File: config.mk
export PLATFORM = sky130hd
export DESIGN_NAME = rcv_ctrl_flat
export DESIGN_NICKNAME = d
export VERILOG_FILES = /design/src/rtl/rcv_pkg.sv /design/src/rtl/rcv_ctrl_if.sv /design/src/rtl/flex_counter.sv /design/src/rtl/rcv_ctrl.sv /design/src/flat_wrapper.sv
export SDC_FILE = /design/constraint.sdc
export NUM_CORES = 1
export LEC_CHECK = 0
export CAP_MARGIN = 20
export CORE_AREA = 2 2 61 63
export CTS_CLUSTER_DIAMETER = 60
export DETAILED_ROUTE_END_ITERATION = 6
export DIE_AREA = 0 0 63 65
export PLACE_DENSITY = 0.61
export SLEW_MARGIN = 20
export SYNTH_ARGS = -nofsm -noshare
export SYNTH_HDL_FRONTEND = slang
export SYNTH_HIERARCHICAL = 1
export SYNTH_SLANG_ARGS = --single-unit
File: constraint.sdc
create_clock -name clk -period 6 [get_ports clk]
set_clock_uncertainty 0.1 [all_clocks]
set_input_delay 0.9 -clock clk [delete_from_list [all_inputs] [get_ports clk]]
set_output_delay 0.9 -clock clk [all_outputs]
set_load 0.02 [all_outputs]
File: src/rtl/rcv_pkg.sv
// Shared types and default sizing for the UART receive control stage.
package rcv_pkg;

  localparam int CLKS_PER_BIT_DEF = 10;
  localparam int NUM_BITS_DEF     = 9;

  typedef enum logic [1:0] {
    IDLE      = 2'd0,
    START_CHK = 2'd1,
    RECV      = 2'd2,
    STOP_CHK  = 2'd3
  } rcv_state_t;

  // Observation bundle: current state plus both counters, zero-extended to 8 bits.
  typedef struct packed {
    rcv_state_t  state;
    logic [7:0]  clk_cnt;
    logic [7:0]  bit_cnt;
  } rcv_dbg_t;

endpackage

File: src/rtl/rcv_ctrl_if.sv
// Signal bundle between the receive controller and its surroundings
// (raw line in, shift-register MSB in, strobes/flags out, debug view out).
interface rcv_ctrl_if;
  import rcv_pkg::*;

  // Handshake semantics: there is no back-pressure. shift_strobe and
  // load_buffer are single-cycle pulses that the consumer must accept in the
  // cycle they are high (shift register shifts on shift_strobe, RX buffer
  // captures packet_data on load_buffer). framing_error is a level that stays
  // set until the next accepted start bit. rx_busy is a level.
  logic       serial_in;
  logic       stop_bit;
  logic       serial_sync;
  logic       shift_strobe;
  logic       load_buffer;
  logic       framing_error;
  logic       rx_busy;
  rcv_dbg_t   dbg;

  modport master (
    output serial_in, stop_bit,
    input  serial_sync, shift_strobe, load_buffer, framing_error, rx_busy, dbg
  );

  modport slave (
    input  serial_in, stop_bit,
    output serial_sync, shift_strobe, load_buffer, framing_error, rx_busy, dbg
  );

endinterface

File: src/rtl/flex_counter.sv
// Up-counter with synchronous clear. Counts 0..rollover_val and returns to 0
// on the enabled cycle after reaching rollover_val; rollover_flag marks the
// terminal value.
module flex_counter #(
  parameter int NUM_CNT_BITS = 4
) (
  input  logic                    clk,
  input  logic                    n_rst,
  input  logic                    clear,
  input  logic                    count_enable,
  input  logic [NUM_CNT_BITS-1:0] rollover_val,
  output logic [NUM_CNT_BITS-1:0] count_out,
  output logic                    rollover_flag
);

  logic [NUM_CNT_BITS-1:0] count_d, count_q;

  // Next count: clear wins, then increment or return to zero at the terminal value.
  always_comb begin
    count_d = count_q;
    if (clear) begin
      count_d = '0;
    end else if (count_enable) begin
      if (count_q == rollover_val) begin
        count_d = '0;
      end else begin
        count_d = count_q + 1'b1;
      end
    end
  end

  // Count register.
  always_ff @(posedge clk or negedge n_rst) begin
    if (!n_rst) begin
      count_q <= '0;
    end else begin
      count_q <= count_d;
    end
  end

  assign count_out     = count_q;
  assign rollover_flag = (count_q == rollover_val);

endmodule

File: src/rtl/rcv_ctrl.sv
// UART receive control: synchronizes the line, detects the start bit,
// confirms it at mid-start-bit, strobes the shift register at each mid-bit,
// then checks the received stop bit for one cycle.
module rcv_ctrl
  import rcv_pkg::*;
#(
  parameter int CLKS_PER_BIT = CLKS_PER_BIT_DEF,
  parameter int NUM_BITS     = NUM_BITS_DEF
) (
  input  logic       clk,
  input  logic       n_rst,
  rcv_ctrl_if.slave  bus
);

  localparam int CW = $clog2(CLKS_PER_BIT);
  localparam int BW = $clog2(NUM_BITS + 1);
  localparam logic [CW-1:0] HALF_M1  = CW'(CLKS_PER_BIT / 2 - 1);
  localparam logic [CW-1:0] FULL_M1  = CW'(CLKS_PER_BIT - 1);
  localparam logic [BW-1:0] LAST_BIT = BW'(NUM_BITS - 1);

  logic       sync1_d, sync1_q;
  logic       sync2_d, sync2_q;
  logic       prev_d, prev_q;
  rcv_state_t state_d, state_q;
  logic       framing_error_d, framing_error_q;

  logic          start_edge;
  logic          shift_strobe;
  logic          load_buffer;
  logic [CW-1:0] tmr_cnt;
  logic          tmr_roll;
  logic          tmr_clear;
  logic          tmr_en;
  logic [BW-1:0] bit_cnt;
  logic          bit_last;

  // Bit-period timer: held at zero in IDLE, restarted after the start-bit check,
  // and wraps by itself at the end of each data bit period.
  assign tmr_clear = (state_q == IDLE) || ((state_q == START_CHK) && (tmr_cnt == HALF_M1));
  assign tmr_en    = (state_q == START_CHK) || (state_q == RECV);

  flex_counter #(.NUM_CNT_BITS(CW)) u_bit_timer (
    .clk           (clk),
    .n_rst         (n_rst),
    .clear         (tmr_clear),
    .count_enable  (tmr_en),
    .rollover_val  (FULL_M1),
    .count_out     (tmr_cnt),
    .rollover_flag (tmr_roll)
  );

  // Bit counter: one step per strobe; its terminal flag marks the final strobe.
  flex_counter #(.NUM_CNT_BITS(BW)) u_bit_counter (
    .clk           (clk),
    .n_rst         (n_rst),
    .clear         (state_q == IDLE),
    .count_enable  (shift_strobe),
    .rollover_val  (LAST_BIT),
    .count_out     (bit_cnt),
    .rollover_flag (bit_last)
  );

  // Two-flop synchronizer followed by a one-flop history for falling-edge detect.
  always_comb begin
    sync1_d = bus.serial_in;
    sync2_d = sync1_q;
    prev_d  = sync2_q;
  end

  assign start_edge = prev_q & ~sync2_q;

  // State, synchronizer and sticky framing flag registers.
  always_ff @(posedge clk or negedge n_rst) begin
    if (!n_rst) begin
      sync1_q         <= 1'b1;
      sync2_q         <= 1'b1;
      prev_q          <= 1'b1;
      state_q         <= IDLE;
      framing_error_q <= 1'b0;
    end else begin
      sync1_q         <= sync1_d;
      sync2_q         <= sync2_d;
      prev_q          <= prev_d;
      state_q         <= state_d;
      framing_error_q <= framing_error_d;
    end
  end

  // Next-state logic; framing_error clears on an accepted start, sets on a bad stop.
  always_comb begin
    state_d         = state_q;
    framing_error_d = framing_error_q;
    case (state_q)
      IDLE: begin
        if (start_edge) begin
          state_d         = START_CHK;
          framing_error_d = 1'b0;
        end
      end
      START_CHK: begin
        if (tmr_cnt == HALF_M1) begin
          state_d = sync2_q ? IDLE : RECV;
        end
      end
      RECV: begin
        if (shift_strobe && bit_last) begin
          state_d = STOP_CHK;
        end
      end
      STOP_CHK: begin
        state_d = IDLE;
        if (!bus.stop_bit) begin
          framing_error_d = 1'b1;
        end
      end
      default: state_d = IDLE;
    endcase
  end

  // Output decode from registered state and counters.
  always_comb begin
    shift_strobe = 1'b0;
    load_buffer  = 1'b0;
    case (state_q)
      RECV:     shift_strobe = tmr_roll;
      STOP_CHK: load_buffer  = bus.stop_bit;
      default:  ;
    endcase
  end

  assign bus.serial_sync   = sync2_q;
  assign bus.shift_strobe  = shift_strobe;
  assign bus.load_buffer   = load_buffer;
  assign bus.framing_error = framing_error_q;
  assign bus.rx_busy       = (state_q != IDLE);
  assign bus.dbg           = '{state: state_q, clk_cnt: 8'(tmr_cnt), bit_cnt: 8'(bit_cnt)};

endmodule

File: src/flat_wrapper.sv
// flat-port wrapper written by rule: the top's interface ports become plain ports
module rcv_ctrl_flat import rcv_pkg::*;
#(
  parameter int CLKS_PER_BIT = CLKS_PER_BIT_DEF,
  parameter int NUM_BITS     = NUM_BITS_DEF
)
  (clk, n_rst, bus_serial_in, bus_stop_bit, bus_serial_sync, bus_shift_strobe, bus_load_buffer, bus_framing_error, bus_rx_busy, bus_dbg);
  rcv_ctrl_if bus_i ();
  input  logic clk;
  input  logic n_rst;
  input wire logic [$bits(bus_i.serial_in)-1:0] bus_serial_in;
  input wire logic [$bits(bus_i.stop_bit)-1:0] bus_stop_bit;
  output wire logic [$bits(bus_i.serial_sync)-1:0] bus_serial_sync;
  output wire logic [$bits(bus_i.shift_strobe)-1:0] bus_shift_strobe;
  output wire logic [$bits(bus_i.load_buffer)-1:0] bus_load_buffer;
  output wire logic [$bits(bus_i.framing_error)-1:0] bus_framing_error;
  output wire logic [$bits(bus_i.rx_busy)-1:0] bus_rx_busy;
  output wire logic [$bits(bus_i.dbg)-1:0] bus_dbg;
  assign bus_i.serial_in = bus_serial_in;
  assign bus_i.stop_bit = bus_stop_bit;
  assign bus_serial_sync = bus_i.serial_sync;
  assign bus_shift_strobe = bus_i.shift_strobe;
  assign bus_load_buffer = bus_i.load_buffer;
  assign bus_framing_error = bus_i.framing_error;
  assign bus_rx_busy = bus_i.rx_busy;
  assign bus_dbg = bus_i.dbg;
  rcv_ctrl #(.CLKS_PER_BIT(CLKS_PER_BIT), .NUM_BITS(NUM_BITS)) u_core (.clk(clk), .n_rst(n_rst), .bus(bus_i));
endmodule
## Yosys cells after proc, flatten, opt, wreduce, memory -nomap -nowiden

Cells that the tools add are included.

- Bitwise gates (word level): 2
- Add/subtract/negate cells: 2
- Reduce and logical (&&, ||, !) cells: 11
- Equal/unequal tests: 10
- Muxes and demuxes: 16

Operators with widths:

| kind | number |
|---|---|
| $mux 4 | 6 |
| $add 4x1->4 const B | 2 |
| $eq 4x4->1 const B | 2 |
| $mux 2 | 4 |
| $pmux 2 s4 | 1 |
| $reduce_bool 2->1 | 4 |
| $ne 2x2->1 const B | 3 |
| $reduce_and 3->1 | 2 |
| $eq 2x2->1 const B | 2 |
| $eq 4x3->1 const B | 1 |
| $mux 1 | 4 |
| $eq 2x1->1 const B | 1 |
| $logic_and 1x1->1 | 2 |
| $logic_not 2->1 | 1 |
| $logic_or 1x1->1 | 2 |
| $ne 2x1->1 const B | 1 |
| $pmux 1 s2 | 1 |
| $and 1x1->1 | 1 |
| $not 1->1 | 1 |

- Bits in registers: 14
- Output and inout bits: 23

## Logic depth before layout (Yosys ltp)

- Depth after elaboration: 5
- Mapped depth: 7

## Hierarchy

The synthesis kept the hierarchy.

Modules (own cells, without submodules):

| module | instances | area each (µm²) | cells an instance |
|---|---|---|---|
| flex_counter | 2 | 284.0 | 27 |
| rcv_ctrl | 1 | 437.9 | 43 |

## Worst setup path before layout

Ideal clock, no wire load.

- Path kind: reg-to-output
- From: register u_core.u_bit_timer.count_q[1] (netlist: u_core/u_bit_timer/count_out[1])
- To: output port bus_shift_strobe
- Arrival: 1373 ps
- Path slack: 3627 ps
- Stages on the path, launching flop included: 4
- Required time: 5000 ps
- Cell sequence: dfrtp_1 -> xor2_1 -> nor4_4 -> and2_1

- Word-level cells in the longest chain between the ends: 2

Ends and longest elaborated chain:

| what | RTL line | source |
|---|---|---|
| from (decl) | flex_counter.sv:16 | `logic [NUM_CNT_BITS-1:0] count_d, count_q;` |
| from (signal assigned) | flex_counter.sv:37 | `count_q <= count_d;` |
| $eq 4x4->1 | flex_counter.sv:42 | `assign rollover_flag = (count_q == rollover_val);` |
| net u_core.tmr_roll | rcv_ctrl.sv:31 | `logic tmr_roll;` |
| $mux 1 | rcv_ctrl.sv:124 | `case (state_q)` |
| to (decl) | flat_wrapper.sv:14 | `output wire logic [$bits(bus_i.shift_strobe)-1:0] bus_shift_strobe;` |

The timed path passes the listed nets, and every way through them passes these cells.

## Worst setup path after layout

Ends and elaborated chain as after synthesis.

==> flow_results.xml <==
<?xml version="1.0" encoding="UTF-8"?>
<metrics>
  <group name="clock_tree">
    <metric name="tritoncts.num_buffers" unit="">3</metric>
    <metric name="clock_tree.htree_level_count" unit="">1</metric>
    <metric name="clock_latency_on_the_worst_skew_pair" unit="ns">0.27</metric>
    <metric name="cts_hold_buffers" unit="">0</metric>
    <metric name="cts.repair_timing.setup_buffer_count" unit="">0</metric>
    <metric name="cts.reportedPaths.clkPinSlew" unit="ns">0.08</metric>
    <metric name="cts_tree" unit="">built</metric>
    <metric name="clock_tree.buffer_depth" unit="">2</metric>
    <metric name="cts_root_buf" unit="">clkbuf_4</metric>
    <metric name="cts_sinks" unit="">14</metric>
    <metric name="post_cts.resized_instances" unit="">0</metric>
  </group>
  <group name="critical_path">
    <metric name="r2r_slack" unit="ns">3.79</metric>
    <metric name="worst_ep_arrival_time" unit="ns">2.41</metric>
    <metric name="critical_path.cell_chain" unit="">xor2_1 &gt; nor4_4 &gt; and2_1 &gt; clkdlybuf4s50_1</metric>
    <metric name="worst-r2r-cell-count" unit="">6</metric>
    <metric name="r2r_start" unit="">u_core/u_bit_timer/count_out[1]</metric>
    <metric name="crit_required" unit="ns">5.00</metric>
    <metric name="timing.critical_path.to_type" unit="">output port</metric>
    <metric name="critical_path_class" unit="">register to output port</metric>
    <metric name="cpPeakStageDelay" unit="ns">0.67</metric>
    <metric name="crit_slowest_cell" unit="">clkdlybuf4s50_1</metric>
    <metric name="startpoint_type" unit="">register</metric>
    <metric name="reg2reg_to" unit="">u_core/u_bit_counter/count_out[2]</metric>
    <metric name="crit_path_max_fanout" unit="">10</metric>
  </group>
  <group name="yosys">
    <metric name="netlist_area" unit="sq um">1010</metric>
    <metric name="synth_area_leaders" unit="">dfrtp_1 27%, ha_1 8.7%, dfstp_2 7.8%</metric>
    <metric name="syn_inst" unit="">97</metric>
    <metric name="ys.warnings.count" unit="">6</metric>
    <metric name="yosys_register_bits" unit="">14</metric>
    <metric name="synthDistinctLibCells" unit="">29</metric>
    <metric name="seq_area_frac_synth" unit="%">35.2</metric>
    <metric name="postSynthAreaPerCell" unit="sq um">10.4</metric>
    <metric name="yosysTopAreaCellShare" unit="%">27.4</metric>
    <metric name="synth.largest_area_cell" unit="">dfrtp_1</metric>
  </group>
  <group name="drt">
    <metric name="num_vias" unit="">734</metric>
    <metric name="first_iter_violations" unit="">22</metric>
    <metric name="drt_pass1_iterations" unit="">4</metric>
    <metric name="antenna_violating_nets_post_route" unit="">0</metric>
    <metric name="post_drt_wl_per_cell" unit="microns">10.5</metric>
    <metric name="vias_per_cell" unit="">4.29</metric>
    <metric name="route.detailed.drc" unit="">0</metric>
    <metric name="wl" unit="microns">1800</metric>
  </group>
  <group name="placement">
    <metric name="place.gp.congestion" unit="">0.813</metric>
    <metric name="placement.cell_area" unit="sq um">1230</metric>
    <metric name="port_buffers" unit="">18</metric>
    <metric name="dp_cells" unit="">167</metric>
    <metric name="dp_hpwl" unit="microns">1400</metric>
  </group>
  <group name="final_layout">
    <metric name="leading_cell_type_in_the_layout_fill_and_taps_excluded" unit="">clkdlybuf4s50_1</metric>
    <metric name="layout-drive-gt1-share" unit="%">13.0</metric>
    <metric name="area.growth.synth_to_final" unit="%">25.7</metric>
    <metric name="stdcell_area" unit="sq um">1260</metric>
    <metric name="instances_no_fill" unit="">171</metric>
    <metric name="layout.cells.most_common_list" unit="">18 x clkdlybuf4s50_1, 16 x conb_1, 11 x dfrtp_1</metric>
    <metric name="layout.nets" unit="">135</metric>
    <metric name="insertedDiodeCount" unit="">0</metric>
  </group>
  <group name="sta">
    <metric name="total_negative_setup_slacks" unit="ns">0</metric>
    <metric name="hold_ws" unit="ns">0.261</metric>
    <metric name="setup_viol" unit="">0</metric>
    <metric name="finalHoldViolCount" unit="">0</metric>
    <metric name="top_achievable_clock_speed" unit="MHz">294</metric>
    <metric name="maxSlewViolCount" unit="">0</metric>
    <metric name="max-slew-margin-rel" unit="%">53.1</metric>
    <metric name="final_critical_path_share_of_the_clock_period" unit="%">56.8</metric>
    <metric name="setup_repair_after_global_routing_missed_its_margin" unit="">false</metric>
    <metric name="worst-slew-pin-transition" unit="ns">0.696</metric>
    <metric name="period_needed" unit="ns">3.41</metric>
  </group>
  <group name="global_route">
    <metric name="grt_overall_usage" unit="%">9.56</metric>
    <metric name="global_route.overflow_total" unit="">0</metric>
    <metric name="grt_antenna_before_repair" unit="">0</metric>
    <metric name="number_of_global_route_vias_before_repair" unit="">727</metric>
    <metric name="grt_first_pass_wirelength" unit="microns">3150</metric>
    <metric name="grt_start_max_net_pins" unit="">15</metric>
  </group>
  <group name="run_status">
    <metric name="run_status" unit="">finished clean</metric>
  </group>
  <group name="floorplanning">
    <metric name="start_util" unit="%">28.8</metric>
    <metric name="row_count" unit="">22</metric>
    <metric name="core_region_area" unit="sq um">3500</metric>
    <metric name="io-pin-count" unit="">27</metric>
    <metric name="die-width" unit="microns">63</metric>
    <metric name="die_area" unit="sq um">4100</metric>
    <metric name="die_h" unit="microns">65</metric>
  </group>
  <group name="power">
    <metric name="power_density" unit="nW/um^2">352</metric>
    <metric name="power.static_leakage" unit="nW">0.556</metric>
    <metric name="power.total" unit="W">0.000445</metric>
    <metric name="vdd_drop_max" unit="mV">0.235</metric>
  </group>
  <group name="flow_run">
    <metric name="max_cap_violations" unit="">0</metric>
  </group>
  <group name="min_path">
    <metric name="hold_path_startpoint" unit="">u_core/sync1_q</metric>
    <metric name="min-delay-path-class" unit="">register to register</metric>
    <metric name="whs_path_depth" unit="">0</metric>
    <metric name="holdPathEnd" unit="">u_core/bus.serial_sync</metric>
  </group>
</metrics>
[worst max path at each step]
stage	startpoint	to	slack [ns]
detailed placement	u_core/u_bit_timer/count_out[1]	bus_shift_strobe	2.89
global placement	bus_stop_bit	bus_load_buffer	2.93
finish	u_core/u_bit_timer/count_out[1]	bus_shift_strobe	2.59
floorplan	u_core/u_bit_timer/count_out[1]	bus_shift_strobe	3.63
global route	u_core/u_bit_timer/count_out[1]	bus_shift_strobe	2.45
CTS	u_core/u_bit_timer/count_out[1]	bus_shift_strobe	2.58
[stage by stage]
stage | utilization, % | setup slack (ns)
6_report | 36.2 | 2.59
5_1_grt | 36.2 | 2.45
4_1_cts | 36.2 | 2.58
3_5_place_dp | 35.1 | 2.89
3_3_place_gp | 35.1 | 2.93
2_1_floorplan | - | 3.63
[flip-flops by register name, indices dropped and copies added, names as in the netlist, named ones only]
register,flops
u_core/state_q,1
u_core/bus.serial_sync,1
u_core/prev_q,1
u_core/sync1_q,1
u_core/u_bit_timer/count_out,4
u_core/bus.framing_error,1
u_core/u_bit_counter/count_out,4
[cells by family (layout without fill, tap and decap cells)]
group           count (synthesis)  count (layout)  synth area share (%)
simple gates                   27              27                  18.5
buf+inv                        17              29                  9.58
compound gates                 16              16                  14.1
flops                          14              14                  35.2
xor+xnor                        8               8                  6.97
fa+ha+maj                       7               7                  8.71
mux                             6               6                  6.22
other cells                     2              16                 0.747
[critical path: cells and delay by family (launching register included)]
family,cells,cell delay [ns]
xor+xnor,1,0.19
flops,1,0.44
buf+inv,1,0.67
simple gates,2,0.82
[cell type report]
| type | instances | area (sq um) |
|---|---|---|
| inverter | 7 | 26.3 |
| multi-input combinational | 80 | 608 |
| clock buffer | 4 | 36.3 |
| fill | 353 | 2230 |
| sequential | 14 | 354 |
| tap | 48 | 60.1 |
| timing repair buffer | 18 | 180 |
[per-layer routing]
metal	track usage, %	share of wire (%)
met2	16.0	45
met3	3.65	7.6
met4	1.11	0
met5	0	0
met1	12.1	47
[synth_stat cells]
master and count:
nand3b_1 3, nor2_1 5, mux2i_1 4, nand2b_1 1, and3_2 1, o32ai_1 4, xor2_1 8, a2111oi_0 1
or4b_4 1, and2_1 2, nand3_1 2, a21boi_0 1, a221oi_2 1, a21oi_1 2, nor4_4 2, dfstp_2 3
dfrtp_1 11, clkbuf_2 2, inv_1 7, a2111oi_2 2, mux2_2 2, o21ai_0 1, nand2_1 6, or2b_1 4
ha_1 7, conb_1 2, buf_4 8, o22ai_1 2, a211o_1 2
[report_power, final]
group	total, W	internal (W)	switching (W)
clock	0.0000658	0.0000369	0.0000289
sequential	0.000138	0.000113	0.0000249
combinational	0.000241	0.000103	0.000139
total	0.000445	0.000253	0.000193
Note: power is estimated with default switching activity, not from simulation.
